<file path="config.mk">
export PLATFORM = sky130hd
export DESIGN_NAME = rx_interleave
export DESIGN_NICKNAME = d
export VERILOG_FILES = /design/src/rtl/rx_interleave_pkg.sv /design/src/rtl/rx_interleave.sv
export SDC_FILE = /design/constraint.sdc
export NUM_CORES = 1
export LEC_CHECK = 0
export ABC_AREA = 1
export BUFFER_PORTS_ARGS = -buffer_cell sky130_fd_sc_hd__buf_2
export CORE_MARGIN = 2
export CORE_UTILIZATION = 55
export CTS_BUF_LIST = sky130_fd_sc_hd__clkbuf_4
export DETAILED_ROUTE_END_ITERATION = 12
export HOLD_SLACK_MARGIN = 0.1
export PLACE_DENSITY_LB_ADDON = 0.3
export SETUP_SLACK_MARGIN = 0.15
export SYNTH_ARGS = -nofsm -noshare
export SYNTH_HDL_FRONTEND = slang
export SYNTH_SLANG_ARGS = --single-unit
</file>
<file path="constraint.sdc">
create_clock -name clk -period 2.4 [get_ports clk]
set_input_delay 0.72 -clock clk [delete_from_list [all_inputs] [get_ports clk]]
set_output_delay 0.72 -clock clk [all_outputs]
set_load 0.005 [all_outputs]
</file>
<file path="src/rtl/rx_interleave_pkg.sv">
// Shared receive-path definitions: channel-select encoding and sample/FIFO word widths.
// The channel selector uses the same encoding.
package rx_interleave_pkg;

    localparam int FIFO_W     = 16;
    localparam int DW_DEFAULT = FIFO_W;
    localparam int CH_SEL_W   = 3;

    // Active channels minus one: 0 selects one channel.
    typedef logic [CH_SEL_W-1:0] ch_sel_t;

    // Limit a requested channel selection to the channels physically present.
    function automatic ch_sel_t clamp_ch(input ch_sel_t sel, input int num_ch);
        if (int'(sel) > num_ch - 1)
            return ch_sel_t'(num_ch - 1);
        return sel;
    endfunction

endpackage

</file>
<file path="src/rtl/rx_interleave.sv">
// Captures one I/Q sample per active channel on each decimation strobe and
// serialises them into the RX FIFO as I0,Q0,I1,Q1,... with stall-on-full and overrun counting.
module rx_interleave
    import rx_interleave_pkg::*;
#(
    parameter int NUM_CH = 4,
    parameter int DW     = DW_DEFAULT
) (
    input  logic                 clk,
    input  logic                 reset,
    input  logic                 strobe,
    input  ch_sel_t              channels,
    input  logic [NUM_CH*DW-1:0] ch_i,
    input  logic [NUM_CH*DW-1:0] ch_q,
    input  logic                 fifo_full,
    input  logic                 clear_status,
    output logic [DW-1:0]        fifo_data,
    output logic                 fifo_we,
    output logic                 busy,
    output logic                 overrun,
    output logic [15:0]          overrun_count
);

    typedef enum logic {IDLE, EMIT} state_t;

    state_t               state;
    logic [NUM_CH*DW-1:0] shadow_i;
    logic [NUM_CH*DW-1:0] shadow_q;
    ch_sel_t              last_idx;
    ch_sel_t              idx;
    logic                 phase;
    logic [DW-1:0]        word;
    logic                 issue;
    logic                 final_word;
    logic                 accept;
    logic                 drop;

    always_comb begin
        word = '0;
        for (int k = 0; k < NUM_CH; k++) begin
            if (idx == ch_sel_t'(k))
                word = phase ? shadow_q[k*DW +: DW] : shadow_i[k*DW +: DW];
        end
    end

    // A strobe landing on the cycle the final Q goes out starts the next frame back-to-back.
    assign issue      = (state == EMIT) && !fifo_full;
    assign final_word = phase && (idx == last_idx);
    assign accept     = strobe && ((state == IDLE) || (issue && final_word));
    assign drop       = strobe && !accept;

    always_ff @(posedge clk or negedge reset) begin
        if (!reset) begin
            state         <= IDLE;
            shadow_i      <= '0;
            shadow_q      <= '0;
            last_idx      <= '0;
            idx           <= '0;
            phase         <= 1'b0;
            fifo_data     <= '0;
            fifo_we       <= 1'b0;
            busy          <= 1'b0;
            overrun       <= 1'b0;
            overrun_count <= '0;
        end else begin
            fifo_we <= issue;
            if (issue)
                fifo_data <= word;
            busy <= (state == EMIT);

            if (accept) begin
                shadow_i <= ch_i;
                shadow_q <= ch_q;
                last_idx <= clamp_ch(channels, NUM_CH);
                idx      <= '0;
                phase    <= 1'b0;
                state    <= EMIT;
            end else if (issue) begin
                if (final_word) begin
                    state <= IDLE;
                end else if (phase) begin
                    phase <= 1'b0;
                    idx   <= idx + 1'b1;
                end else begin
                    phase <= 1'b1;
                end
            end

            if (clear_status) begin
                overrun       <= 1'b0;
                overrun_count <= '0;
            end else if (drop) begin
                overrun <= 1'b1;
                if (overrun_count != 16'hFFFF)
                    overrun_count <= overrun_count + 16'd1;
            end
        end
    end

endmodule

</file>
-- Yosys cells after proc, flatten, opt, wreduce, memory -nomap -nowiden
Cells that the tools add are included.
- bits in registers: 171
- input bits: 136
- output and inout port bits: 35
- word-level logic and storage cells: 67
- add/sub/neg operators: 2
- magnitude comparators: 1
- eq/ne operators: 6
- multiplexer cells: 28
- bitwise gates (word level): 1
- reduce and logical (&&, ||, !) cells: 18
- operators with widths (kind ; count):
    16-bit 2-to-1 mux ; 11
    3-bit 2-to-1 mux ; 6
    16-bit by 1-bit adder with 16-bit output, second input constant ; 1
    16-bit != test, second input constant ; 1
    1-bit 2-to-1 mux ; 11
    2-bit nonzero test ; 5
    3-bit by 2-bit equality test with 1-bit output, second input constant ; 2
    2-bit AND reduction ; 3
    1-bit logical AND ; 5
    3-bit by 1-bit adder with 3-bit output, second input constant ; 1
    3-bit by 1-bit equality test with 1-bit output, second input constant ; 1
    3-bit equality test ; 1
    3-bit by 2-bit greater-than comparator with 1-bit output, second input constant ; 1
    3-bit logical NOT ; 1
    3-bit AND reduction ; 1
    1-bit logical NOT ; 2
    2-bit by 1-bit != test with 1-bit output, second input constant ; 1
    1-bit logical OR ; 1
    1-bit inverter ; 1

-- Logic depth before layout (Yosys ltp)
- depth in word-level cells: 9
- gate-level depth with buffers: 11
- gate-level depth less buffers: 10

-- Worst setup path before layout
Ideal clock, no wire load.
- path type: input to register
- from: input clear_status
- to: register overrun_count[10]
- library setup time: 66 ps
- data arrival time: 1669 ps
- data required time: 2334 ps
- path slack: 664 ps
- stages on the path: 6
- path buffers: 2
- cells stage by stage: clkbuf_1 inv_1 nand2_1 clkbuf_1 nand3_1 nand2_1
- cells in the longest elaborated chain, start to end: 2
- elaborated cells on any way between the ends: 4
- classes of those cells: mux (1); reduce/logical (3)
- ends and longest elaborated chain (element ; RTL line ; text):
    start: declaration ; rx_interleave.sv:16 ; input logic clear_status,
    2-bit nonzero test (no source line) ; - ;
    2-bit AND reduction (no source line) ; - ;
    end signal: assignment ; rx_interleave.sv:95 ; overrun_count <= overrun_count + 16'd1;
    end: declaration ; rx_interleave.sv:21 ; output logic [15:0] overrun_count
Parallel ways exist; a longest one is shown, timed or not.
A chain may end at the register's enable or synchronous reset.

-- Worst setup path after layout
- from: register idx[1]
- to: register fifo_data[8]
- cells in the longest elaborated chain, start to end: 5
- elaborated cells on any way between the ends: 8
- classes of those cells: eq/ne (3); mux (4); reduce/logical (1)
- ends and longest elaborated chain (element ; RTL line ; text):
    start: declaration ; rx_interleave.sv:30 ; ch_sel_t idx;
    start signal: assignment ; rx_interleave.sv:83 ; idx <= idx + 1'b1;
    3-bit logical NOT ; rx_interleave.sv:41 ; if (idx == ch_sel_t'(k))
    16-bit 2-to-1 mux (3 in a row) ; rx_interleave.sv:41 ;
    16-bit 2-to-1 mux * ; rx_interleave.sv:41 ;
    end signal: assignment ; rx_interleave.sv:68 ; fifo_data <= word;
    end: declaration ; rx_interleave.sv:17 ; output logic [DW-1:0] fifo_data,
Mark *: on every way between the ends. The rest lies on a longest branch, timed or not.

==> reports/qor.csv <==
stage,metric,value,unit
routing,DR vias/cell,5.187,
global_routing,first-pass GRT wire length,33.93,mm
routing,Pre-antenna DRT Iters,7,
routing,DR iter-0 viols,741,
cells_and_area,"commonest non-fill, non-tap cell in the layout",nand2_1,
cells_and_area,Final #Nets,1371,
yosys,Post-synth EDFFs,0,
hold_path,Hold Path Depth,3,
yosys,post-synthesis compound-gate area fraction,11.59,%
yosys,Async SR Flop Fraction,100.0,%
sta,Slew headroom,66.81,%
yosys,"Net Count, Synth",1218,
worst_setup_path,CP Class,reg -> reg,
clocking,"CTS clk-pin slew, worst paths",0.14,ns
sta,Max Clock Skew,0.02065,ns
power_and_ir_drop,pwr dens,1135,mW/mm^2
yosys,Synth cell types,28,
yosys,main combinational cell family by area after synthesis,simple AND/OR/NAND/NOR gates,
yosys,"FF+latch count, synth",171,
hold_path,min-delay src,ch_q[53],
clocking,clk sink count,171,
global_routing,initial antenna violation count,1,
hold_path,worst hold path type,in -> reg,
worst_setup_path,Worst EP required,2.90,ns
floorplan,die height,126.2,um
placed_design,Placed Cells,1393,
sta,final setup fails,0,
placed_design,routability cong.,0.9094,
sta,RSZ-0062 raised after global routing,no,
clocking,CTS Buf Count,17,
flow_run,MaxCap Viol Count,0,
worst_setup_path,crit path capture type,flip-flop,
yosys,Post-Synth Adder-Cell Area,0.9148,%
routing,final WL,20.73,mm
floorplan,Top Ports,171,
yosys,Synth Area in Simple Gates,26.88,%
cells_and_area,Area Growth Syn to Fin,15.63,%
floorplan,die area,0.01591,sq mm
cells_and_area,Finished Layout Cells,1426,
clocking,clk buf depth,2,
floorplan,core area,0.01453,sq mm
worst_setup_path,CP Data Arrival Time,2.48,ns
worst_setup_path,Reg2Reg Depth,9,
sta,actual slew at the worst max-slew pin,0.4978,ns
yosys,Gate Count Post-Synth,1076,
worst_setup_path,Startpoint Class,flip-flop,
clocking,CTS tree,built,
worst_setup_path,r2r startpoint,idx[1],
sta,Fin Setup TNS,0,ns
routing,wire length per cell,14.54,um
routing,total number of vias,7397,
yosys,Ys Warns,0,
worst_setup_path,CP max FO,16,
placed_design,detailed placer's ending HPWL,14.61,mm
hold_path,hold endpoint,shadow_q[53],
yosys,post-synthesis mux area share,0,%
cells_and_area,"commonest cells after routing, fill and taps aside","nand2_1 (454), dfrtp_1 (170), buf_2 (169), inv_1 (81), o21ai_0 (78)",
routing,DRC Markers,0,
sta,Fin. Hold Viols,0,
worst_setup_path,reg2reg end,fifo_data[8],
cells_and_area,layout cells sized above 1,18.39,%
global_routing,number of global-route vias before repair,6779,
global_routing,largest net degree at the start of global routing,105,
yosys,register area share after synthesis,52.14,%
worst_setup_path,r2r setup slk,0.42,ns
placed_design,IO buf count,170,
power_and_ir_drop,P_leak,4.892,nW
global_routing,total grt overflow,0,
global_routing,Total Routing Usage GR,26.85,%
yosys,XOR/XNOR Fraction of Synth Area,0.5336,%
floorplan,Die X-Extent,126.2,um
floorplan,Initial Util,56.47,%
run_status,status,completed,
yosys,Mapped Area,0.008207,sq mm
yosys,syn_area_per_cell,7.627,sq um
sta,Final min period,1.976,ns
sta,fin. max-slew vios,0,
clocking,H-tree depth,4,
routing,"antenna viol nets, final",0,
clocking,Root Buffer,clkbuf_4,
clocking,worst-skew pair later-pin latency,0.57,ns
yosys,Main synth FF type,dfrtp_1,
sta,period utilisation layout,82.33,%
sta,Fmax,0.5061,GHz
floorplan,row count,44,
power_and_ir_drop,Worst VDD drop,0.0005609,V
## state kept, by name (all words and copies together) (netlist names)
register and flops:
state 1, idx 3, fifo_data 16, overrun 1
phase 1, last_idx 3, busy 1, fifo_we 1
shadow_q 64, shadow_i 64, overrun_count 16
## layout make-up
type | count | area (sq um)
clock inverters | 10 | 125.1
multi-input cells | 762 | 3283
flip-flops and latches | 171 | 4280
clock buffers | 20 | 150.1
well taps | 184 | 230.2
diodes | 2 | 5.005
fillers | 1307 | 5045
inverters | 86 | 322.8
repair buffers | 191 | 1092
## worst max-delay path by stage
stage,start,to,slack (ns)
final,idx[1],fifo_data[8],0.42
after CTS,overrun_count[6],overrun_count[6],0.40
after detailed placement,fifo_full,shadow_q[36],0.37
after floorplan,clear_status,overrun_count[10],0.66
after global placement,fifo_full,shadow_q[36],0.43
after global routing,idx[1],fifo_data[8],0.30
## power by group
| part | switching, mW | internal, mW | total, mW |
|---|---|---|---|
| sequential | 0.628 | 4.13 | 4.76 |
| combinational | 2.82 | 1.52 | 4.34 |
| clock | 0.940 | 0.734 | 1.67 |
| total | 4.38 | 6.38 | 10.8 |
## Yosys cell counts (3+ instances only)
master / count / area (sq um)
nand2_1: 454 / 1704
dfrtp_1: 171 / 4279
inv_1: 82 / 307.8
o21ai_0: 78 / 390.4
a21oi_1: 67 / 335.3
nor2_1: 57 / 214.0
o21ai_1: 39 / 195.2
nand3_1: 38 / 190.2
clkbuf_1: 29 / 108.9
buf_6: 12 / 135.1
buf_2: 11 / 55.05
ha_1: 6 / 75.07
nand4_1: 5 / 31.28
buf_4: 3 / 22.52
inv_2: 3 / 11.26
xor2_1: 3 / 26.28
## cells by family after synthesis
| kind of cell | after synthesis |
|---|---|
| AO/OA/AOI/OAI | 188 |
| flip-flops | 171 |
| adder cells (fa/ha/maj) | 6 |
| buffers and inverters | 143 |
| AND/OR/NAND/NOR | 563 |
| XOR/XNOR | 5 |
## worst max-delay path, stage by stage, from the launching register on
cell and delay, ns:
dfrtp_1 0.42, inv_1 0.15, ha_1 0.19, inv_1 0.04
nor2_1 0.07, buf_4 0.23, nand3_1 0.14, a21oi_1 0.30
o21ai_0 0.20, a21oi_1 0.17
## metrics by stage
step / hold WS [ns] / total power, mW / util, % / setup slack [ns] / cell area (sq um)
after floorplan: 0.4244 / 7.706 / - / 0.6644 / 8207
after global placement: 0.4534 / 8.951 / 63.29 / 0.4292 / 9199
after detailed placement: 0.4585 / 9.112 / 63.29 / 0.3733 / 9199
after CTS: 0.3134 / 10.79 / 65.25 / 0.3983 / 9484
after global routing: 0.3152 / 11.69 / 65.29 / 0.3044 / 9489
final: 0.3438 / 10.77 / 65.29 / 0.4240 / 9489
## routing by layer
layer / up-vias / part of all wire [%] / wire, um / global-route usage, %
met4: 0 / 3.3 / 678 / 10.41
met5: - / 0 / 0 / 0
met1: 3403 / 45 / 9357 / 39.74
met3: 48 / 6.9 / 1420 / 5.183
met2: 269 / 45 / 9270 / 39.37
li1: 3677 / - / - / -
## what timing repair did
action / CTS / global route
gates resized for setup: 0 / 0
hold buffers: 1 / 0
hold endpoints to repair: 47 / 0
buffers inserted: 0 / 0
(Power assumes the default switching activity.)
